`src/rtl/dmem_arbiter_if.sv`:
```
// Bus bundle between the MEM stage, the debug/loader port and the data memory.
// slave: the arbiter; master: the surrounding pipeline, debug port and memory.
interface dmem_arbiter_if #(
  parameter int AW = 64,
  parameter int DW = 64
);
  logic          cpu_rd;
  logic          cpu_wr;
  logic [AW-1:0] cpu_adr;
  logic [DW-1:0] cpu_wdata;
  logic [DW-1:0] cpu_rdata;
  logic          cpu_stall;
  logic          dbg_req;
  logic          dbg_we;
  logic          dbg_lock;
  logic [AW-1:0] dbg_adr;
  logic [DW-1:0] dbg_wdata;
  logic          dbg_gnt;
  logic [DW-1:0] dbg_rdata;
  logic          dbg_rvalid;
  logic [AW-1:0] mem_adr;
  logic [DW-1:0] mem_datain;
  logic          mem_w;
  logic          mem_r;
  logic [DW-1:0] mem_dataout;

  modport slave (
    input  cpu_rd, cpu_wr, cpu_adr, cpu_wdata,
    input  dbg_req, dbg_we, dbg_lock, dbg_adr, dbg_wdata,
    input  mem_dataout,
    output cpu_rdata, cpu_stall,
    output dbg_gnt, dbg_rdata, dbg_rvalid,
    output mem_adr, mem_datain, mem_w, mem_r
  );

  modport master (
    output cpu_rd, cpu_wr, cpu_adr, cpu_wdata,
    output dbg_req, dbg_we, dbg_lock, dbg_adr, dbg_wdata,
    output mem_dataout,
    input  cpu_rdata, cpu_stall,
    input  dbg_gnt, dbg_rdata, dbg_rvalid,
    input  mem_adr, mem_datain, mem_w, mem_r
  );
endinterface

```
`src/rtl/dmem_arbiter.sv`:
```
// Data-memory arbiter: CPU MEM stage has priority, debug port gets bounded access
// through a starvation counter and a time-limited lock (burst) mode.
module dmem_arbiter #(
  parameter int AW         = 64,
  parameter int DW         = 64,
  parameter int STARVE_MAX = 4,
  parameter int LOCK_MAX   = 16
) (
  input logic         clk,
  input logic         rst,
  dmem_arbiter_if.slave bus
);
  localparam int SW = $clog2(STARVE_MAX + 1);
  localparam int LW = $clog2(LOCK_MAX + 1);

  typedef enum logic [1:0] {S_CPU, S_DBG, S_LOCK} state_t;

  state_t        state;
  logic [SW-1:0] starve;
  logic [LW-1:0] lockcnt;
  logic          cpu_acc;
  logic          gnt;
  logic          stall;
  logic          lock_exit;
  logic          cpu_go;
  logic [AW-1:0] sel_adr;

  always_comb begin
    cpu_acc = bus.cpu_rd | bus.cpu_wr;
    gnt     = 1'b0;
    stall   = 1'b0;
    unique case (state)
      S_CPU:   gnt = bus.dbg_req & ~cpu_acc;
      S_DBG: begin
        gnt   = bus.dbg_req;
        stall = bus.dbg_req & cpu_acc;
      end
      S_LOCK: begin
        gnt   = bus.dbg_req;
        stall = cpu_acc;
      end
      default: ;
    endcase
    lock_exit = (gnt & ~bus.dbg_lock) | ~bus.dbg_req | (lockcnt == LW'(LOCK_MAX - 1));

    // An ungranted S_DBG cycle leaves the CPU unstalled, so its access must go through.
    cpu_go  = ~gnt & ~stall;
    sel_adr = gnt ? bus.dbg_adr : bus.cpu_adr;
  end

  assign bus.dbg_gnt    = gnt;
  assign bus.cpu_stall  = stall;
  assign bus.cpu_rdata  = bus.mem_dataout;
  assign bus.mem_adr    = sel_adr;
  assign bus.mem_datain = gnt ? bus.dbg_wdata : bus.cpu_wdata;
  assign bus.mem_w      = gnt ? bus.dbg_we  : (cpu_go & bus.cpu_wr);
  assign bus.mem_r      = gnt ? ~bus.dbg_we : (cpu_go & bus.cpu_rd & ~bus.cpu_wr);

  always_ff @(posedge clk) begin
    if (!rst) begin
      state          <= S_CPU;
      starve         <= '0;
      lockcnt        <= '0;
      bus.dbg_rvalid <= 1'b0;
      bus.dbg_rdata  <= '0;
    end else begin
      bus.dbg_rvalid <= gnt & ~bus.dbg_we;
      if (gnt && !bus.dbg_we)
        bus.dbg_rdata <= bus.mem_dataout;

      unique case (state)
        S_CPU: begin
          if (!bus.dbg_req) begin
            starve <= '0;
          end else if (!cpu_acc) begin
            starve <= '0;
            if (bus.dbg_lock)
              state <= S_LOCK;
          end else begin
            starve <= starve + 1'b1;
            if (starve == SW'(STARVE_MAX - 1))
              state <= S_DBG;
          end
        end
        S_DBG: begin
          starve <= '0;
          state  <= (bus.dbg_req && bus.dbg_lock) ? S_LOCK : S_CPU;
        end
        S_LOCK: begin
          if (lock_exit) begin
            state   <= S_CPU;
            lockcnt <= '0;
          end else begin
            lockcnt <= lockcnt + 1'b1;
          end
        end
        default: state <= S_CPU;
      endcase
    end
  end
endmodule
```
`src/flat_wrapper.sv`:
```
// flat-port wrapper written by rule: the top's interface ports become plain ports
module dmem_arbiter_flat 
#(
  parameter int AW         = 64,
  parameter int DW         = 64,
  parameter int STARVE_MAX = 4,
  parameter int LOCK_MAX   = 16
)
  (clk, rst, bus_cpu_rd, bus_cpu_wr, bus_cpu_adr, bus_cpu_wdata, bus_dbg_req, bus_dbg_we, bus_dbg_lock, bus_dbg_adr, bus_dbg_wdata, bus_mem_dataout, bus_cpu_rdata, bus_cpu_stall, bus_dbg_gnt, bus_dbg_rdata, bus_dbg_rvalid, bus_mem_adr, bus_mem_datain, bus_mem_w, bus_mem_r);
  dmem_arbiter_if #(.AW(AW), .DW(DW)) bus_i ();
  input logic clk;
  input logic rst;
  input wire logic [$bits(bus_i.cpu_rd)-1:0] bus_cpu_rd;
  input wire logic [$bits(bus_i.cpu_wr)-1:0] bus_cpu_wr;
  input wire logic [$bits(bus_i.cpu_adr)-1:0] bus_cpu_adr;
  input wire logic [$bits(bus_i.cpu_wdata)-1:0] bus_cpu_wdata;
  input wire logic [$bits(bus_i.dbg_req)-1:0] bus_dbg_req;
  input wire logic [$bits(bus_i.dbg_we)-1:0] bus_dbg_we;
  input wire logic [$bits(bus_i.dbg_lock)-1:0] bus_dbg_lock;
  input wire logic [$bits(bus_i.dbg_adr)-1:0] bus_dbg_adr;
  input wire logic [$bits(bus_i.dbg_wdata)-1:0] bus_dbg_wdata;
  input wire logic [$bits(bus_i.mem_dataout)-1:0] bus_mem_dataout;
  output wire logic [$bits(bus_i.cpu_rdata)-1:0] bus_cpu_rdata;
  output wire logic [$bits(bus_i.cpu_stall)-1:0] bus_cpu_stall;
  output wire logic [$bits(bus_i.dbg_gnt)-1:0] bus_dbg_gnt;
  output wire logic [$bits(bus_i.dbg_rdata)-1:0] bus_dbg_rdata;
  output wire logic [$bits(bus_i.dbg_rvalid)-1:0] bus_dbg_rvalid;
  output wire logic [$bits(bus_i.mem_adr)-1:0] bus_mem_adr;
  output wire logic [$bits(bus_i.mem_datain)-1:0] bus_mem_datain;
  output wire logic [$bits(bus_i.mem_w)-1:0] bus_mem_w;
  output wire logic [$bits(bus_i.mem_r)-1:0] bus_mem_r;
  assign bus_i.cpu_rd = bus_cpu_rd;
  assign bus_i.cpu_wr = bus_cpu_wr;
  assign bus_i.cpu_adr = bus_cpu_adr;
  assign bus_i.cpu_wdata = bus_cpu_wdata;
  assign bus_i.dbg_req = bus_dbg_req;
  assign bus_i.dbg_we = bus_dbg_we;
  assign bus_i.dbg_lock = bus_dbg_lock;
  assign bus_i.dbg_adr = bus_dbg_adr;
  assign bus_i.dbg_wdata = bus_dbg_wdata;
  assign bus_i.mem_dataout = bus_mem_dataout;
  assign bus_cpu_rdata = bus_i.cpu_rdata;
  assign bus_cpu_stall = bus_i.cpu_stall;
  assign bus_dbg_gnt = bus_i.dbg_gnt;
  assign bus_dbg_rdata = bus_i.dbg_rdata;
  assign bus_dbg_rvalid = bus_i.dbg_rvalid;
  assign bus_mem_adr = bus_i.mem_adr;
  assign bus_mem_datain = bus_i.mem_datain;
  assign bus_mem_w = bus_i.mem_w;
  assign bus_mem_r = bus_i.mem_r;
  dmem_arbiter #(.AW(AW), .DW(DW), .STARVE_MAX(STARVE_MAX), .LOCK_MAX(LOCK_MAX)) u_core (.clk(clk), .rst(rst), .bus(bus_i));
endmodule
```
`config.mk`:
```
export PLATFORM = sky130hd
export DESIGN_NAME = dmem_arbiter_flat
export DESIGN_NICKNAME = d
export VERILOG_FILES = /design/src/rtl/dmem_arbiter_if.sv /design/src/rtl/dmem_arbiter.sv /design/src/flat_wrapper.sv
export SDC_FILE = /design/constraint.sdc
export NUM_CORES = 1
export LEC_CHECK = 0
export BUFFER_PORTS_ARGS = -buffer_cell sky130_fd_sc_hd__buf_2
export CAP_MARGIN = 10
export CELL_PAD_IN_SITES_DETAIL_PLACEMENT = 1
export CELL_PAD_IN_SITES_GLOBAL_PLACEMENT = 2
export CORE_AREA = 2 2 229 231
export CTS_CLUSTER_DIAMETER = 200
export CTS_CLUSTER_SIZE = 16
export DETAILED_ROUTE_END_ITERATION = 6
export DIE_AREA = 0 0 231 233
export PLACE_DENSITY = 0.62
export SLEW_MARGIN = 15
export SYNTH_ARGS = -nofsm -noshare
export SYNTH_HDL_FRONTEND = slang
export SYNTH_SLANG_ARGS = --single-unit
```
`constraint.sdc`:
```
create_clock -name clk -period 3.33 [get_ports clk]
set_clock_uncertainty 0.1 [all_clocks]
set_input_delay 0.4995 -clock clk [delete_from_list [all_inputs] [get_ports clk]]
set_output_delay 0.4995 -clock clk [all_outputs]
set_load 0.05 [all_outputs]
```
* After elaboration in Yosys (flattened, before gate mapping)
Cells that the tools add are included.
** Storage, ports and cells
- Register bits :: 75
- Input bits :: 327
- Logic and storage cells :: 57
** Cells by class
- $add $sub $neg :: 2
- Equal/unequal tests :: 8
- Multiplexer cells :: 17
- Bitwise logic cells :: 18
- Reduce and logical (&&, ||, !) cells :: 7
** Operators with widths (count)
- two-way mux 64 bit :: 2
- two-way mux 2 bit :: 6
- bitwise AND 1 bit :: 8
- NOT 1 bit :: 7
- two-way mux 3 bit :: 2
- one-hot mux 2 bit (3 select lines) :: 1
- one-hot mux 3 bit (2 select lines) :: 1
- adder 5 x 1 -> 5 bit (second input constant) :: 1
- equality test 5 x 4 -> 1 bit (second input constant) :: 1
- two-way mux 5 bit :: 1
- one-hot mux 1 bit (2 select lines) :: 2
- AND reduction 4 bit :: 1
- adder 3 x 1 -> 3 bit (second input constant) :: 1
- equality test 3 x 2 -> 1 bit (second input constant) :: 1
- inequality test 3 x 2 -> 1 bit (second input constant) :: 1
- inequality test 3 bit (second input constant) :: 1
- bitwise OR 1 bit :: 3
- equality test 2 x 1 -> 1 bit (second input constant) :: 1
- equality test 2 bit (second input constant) :: 1
- logical AND 1 bit :: 2
- logical NOT 2 bit :: 1
- two-way mux 1 bit :: 2
- inequality test 2 x 1 -> 1 bit (second input constant) :: 1
- inequality test 2 bit (second input constant) :: 1
- 3 further kinds :: 3

* Logic depth before layout (Yosys ltp)
- Word-level depth :: 9
- Gate-level depth with buffers :: 9
- Depth with buffers taken out :: 7

* Worst setup path after synthesis
OpenSTA, ideal clock, no wires.
- Path type :: register -> output
- Start :: register u_core.state[0]
- End :: output bus_mem_w
- Data arrival time :: 2.327 ns
- Slack :: 0.403 ns
- Cell stages (with the launch flop) :: 7
- Path buffers :: 1
- Path through :: dfxtp_1 > inv_1 > ha_1 > nor3b_4 > o21ai_2 > clkbuf_1 > o21ai_0
** On the way
- Cells in the longest elaborated chain, start to end :: 7
- Elaborated cells between the ends (all ways) :: 11
** Ends and longest elaborated chain
- start: declaration :: RTL line dmem_arbiter.sv:18 : state_t state;
- start signal: assignment :: RTL line dmem_arbiter.sv:87 : state <= (bus.dbg_req && bus.dbg_lock) ? S_LOCK : S_CPU;
- equality test 2 x 1 -> 1 bit / equality test 2 bit (equally long branches) :: RTL line dmem_arbiter.sv:32 : unique case (state)
- OR reduction 2 bit (no source line)
- one-hot mux 1 bit (2 select lines) :: RTL line dmem_arbiter.sv:32
- NOT 1 bit :: RTL line dmem_arbiter.sv:47 : cpu_go = ~gnt & ~stall;
- bitwise AND 1 bit :: RTL line dmem_arbiter.sv:47
- bitwise AND 1 bit :: RTL line dmem_arbiter.sv:56 : assign bus.mem_w = gnt ? bus.dbg_we : (cpu_go & bus.cpu_wr);
- two-way mux 1 bit * :: RTL line dmem_arbiter.sv:56
- end: declaration :: RTL line flat_wrapper.sv:30 : output wire logic [$bits(bus_i.mem_w)-1:0] bus_mem_w;
Every way passes the cells marked *; elsewhere a longest branch is shown, timed or not.

* Worst setup path after layout
- Start :: register u_core.state[0]
- End :: output bus_mem_r
** On the way
- Cells in the longest elaborated chain, start to end :: 8
- Elaborated cells between the ends (all ways) :: 12
** Ends and longest elaborated chain
- equality test 2 x 1 -> 1 bit / equality test 2 bit (equally long branches) :: RTL line dmem_arbiter.sv:32
- OR reduction 2 bit (no source line)
- one-hot mux 1 bit (2 select lines) :: RTL line dmem_arbiter.sv:32
- NOT 1 bit :: RTL line dmem_arbiter.sv:47
- bitwise AND 1 bit :: RTL line dmem_arbiter.sv:47
- bitwise AND 1 bit (2 in series) :: RTL line dmem_arbiter.sv:57 : assign bus.mem_r = gnt ? ~bus.dbg_we : (cpu_go & bus.cpu_rd & ~bus.cpu_wr);
- two-way mux 1 bit * :: RTL line dmem_arbiter.sv:57
- end: declaration :: RTL line flat_wrapper.sv:31 : output wire logic [$bits(bus_i.mem_r)-1:0] bus_mem_r;
Marked as above.

==> metrics.txt <==
EDFF count, synth 0; clock sinks 75; post-DP HPWL 34870 um; I/O pin total 588; asr flop ratio synth 0%; via count 7357; Core Box Area 0.05109 mm2; area grow syn2layout 72.80%; Final Slew Violations 0; cell taking the most area after synthesis nand2_1; fin crit period 3182 ps; cell area after synthesis 0.005065 mm2; P per Cell Area 395.5 mW/mm2; Final Cell Area around 0.0088 mm2; Mapped Avg Cell Area 6.001 um2; first-pass GRT wire length 54350 um; CP endpoint kind output port; Tot Pwr 3461 uW; number of global-route vias before repair 7302; Inserted Clock Buffers 9; Final ANT Viol Nets 0; Yosys top cell area share 33.65%; Cell Count, Final, Fillers Out 2025; setup TNS 0 ps; Worst Hold Class in -> reg; Synthesized Nets 1179; final RePlAce weighted congestion approximately 0.93; Logic pwr share 44.0%; CTS tree built; deepest clock path buffer count 2; clk_lat worst skew 360 ps; Primary FF master, synth dfxtp_1; layout cells sized above 1 46.18%; CP arrival between 2000 and 3000 ps; final setup fails 0; WP data required 2730 ps; # H-tree levels 3; Die H approximately 230 um; PortBufs 587; GR Util All Layers between 10% and 20%; max frequency between 300 and 400 MHz; CP startpoint kind flop; synth unique cells 35; Worst-path clk slew 60 ps; Slew HR 53.39%; grt total ovfl 0; Area contributors post-synth nand2_1, dfxtp_1, buf_4; Clk pwr share 29.2%; via/cell ratio ~3.6; register area share after synthesis approximately 30%; switch share between 40% and 50%; Crit Path Class reg -> out; Max VDD drop roughly 0.22 mV; Initial Util 9.913%; flops & latches, synth 75; max cap viols 0; Final nets ~1700; Placement Rows 83; clock tree root buffer cell clkbuf_16; placed cell area ~0.0084 mm2; synth warn 0; setup ws final 148.5 ps; Residual DRC 0; Die X 231 um; status completed; RSZ-0062 raised after global routing false; Place WS 259.6 ps; routed wire length 41520 um; initial drt markers 252; P_int 1877 uW; crit-path max FO 33; most numerous cell in the Yosys netlist nand2_1; Tightest Pin Transition 695.0 ps; pin count of the biggest net entering global routing 129; Post-Synthesis Cells 844; antenna violations before repair 22; fin crit share a little over nine tenths; NetSw 1584 uW; cts hold-fix bufs 0; Final Hold Fails 0; DP Cell Count 1996; DR pass1 iterations 4; Die ar. roughly 0.054 mm2; Commonest cells post-synth nand2_1, dfxtp_1, nand3_1; DR WL/cell ~21 um; Seq pwr share 26.8%; Pleak roughly 0.0049 uW
flip-flops by register name, indices dropped and copies added, names as in the netlist:
| signal | cells |
|---|---|
| u_core.state | 2 |
| u_core.bus.dbg_rdata | 64 |
| u_core.bus.dbg_rvalid | 1 |
| u_core.starve | 3 |
| u_core.lockcnt | 5 |
routing by layer:
metal | share of wire [%] | up-vias | track usage [%] | routed length, um
li1 | - | 3584 | - | -
met5 | 0.065 | - | 0 | 27
met4 | 3.6 | 4 | 6.996 | 1486
met3 | 6.6 | 53 | 3.162 | 2748
met1 | 37 | 3331 | 15.17 | 15380
met2 | 53 | 385 | 27.17 | 21880
metrics by stage:
stage	hold slack [ps]	utilization (%)
after global routing	277.7	17.11
after detailed placement	352.1	16.39
after CTS	255.2	17.02
after floorplan	358.5	-
final	286.7	17.13
after global placement	340.2	16.39
cells in the final DEF (no fill, tap or decap), types with 2 or more instances in the layout:
cell,n
inv_1,8
o21ai_0,52
ha_1,8
buf_12,13
and2_1,3
nand3b_1,2
mux2i_1,2
buf_2,576
o211ai_1,2
o22ai_1,3
nand3_1,67
nor2b_1,4
o21ai_1,14
diode_2,11
dfxtp_1,75
clkbuf_16,10
buf_4,5
clkinvlp_4,2
nand4b_1,3
nand2_1,454
a21oi_1,2
and3_1,3
nor2_1,7
worst max-delay path, cell delays in order, from the launching register on:
cell and delay (ps):
dfxtp_1 390, inv_1 90, ha_1 270, nor3b_4 200
o21ai_4 250, clkbuf_16 300, nand4b_1 280, nand2_1 200
clkbuf_4 250
cell type report:
cell class	count	area (um2)
fill	6522	42340
timing repair buffer	598	3257
multi-input combinational	638	2796
sequential	75	1501
tap	680	850.8
clock buffer	10	229.0
clock inverter	4	53.80
inverter	9	36.28
antenna	11	27.53
kinds of logic after synthesis:
group / count (synthesis) / synth area share [%]
buffers and inverters: 131 / 15.46
xor gates and xnor gates: 1 / 0.1730
AOI/OAI and AO/OA: 80 / 8.646
adders and majority gates: 8 / 1.976
and+or+nand+nor: 546 / 43.48
muxes: 3 / 0.6176
DFF: 75 / 29.64
power by group through the flow:
| stage | Combinational, uW | Clock (uW) | Sequential [uW] |
|---|---|---|---|
| finish | 1520 | 1010 | 927 |
| global route | 1600 | 1110 | 929 |
| CTS | 1550 | 1090 | 927 |
| detailed placement | 1530 | 0 | 947 |
| global placement | 1530 | 0 | 946 |
| floorplan | 908 | 0 | 1010 |
worst paths after layout:
check | start | to | slack, ps | depth (start not counted)
setup / recovery | u_core.state[0] | bus_mem_r | 150 | 8
hold / removal | bus_mem_dataout[10] | u_core.bus.dbg_rdata[10] | 290 | 3
setup reg to reg | u_core.state[0] | u_core.bus.dbg_rdata[16] | 1060 | 7
hold reg to reg | u_core.bus.dbg_rdata[11] | u_core.bus.dbg_rdata[11] | 360 | 2
what timing repair did:
item	in CTS	in global routing
pin swaps	0	0
gates cloned	1	1
endpoints found under the setup margin	6	6
setup buffers	0	2
gates resized for setup	1	2
Power figures use the tool's default switching activity.
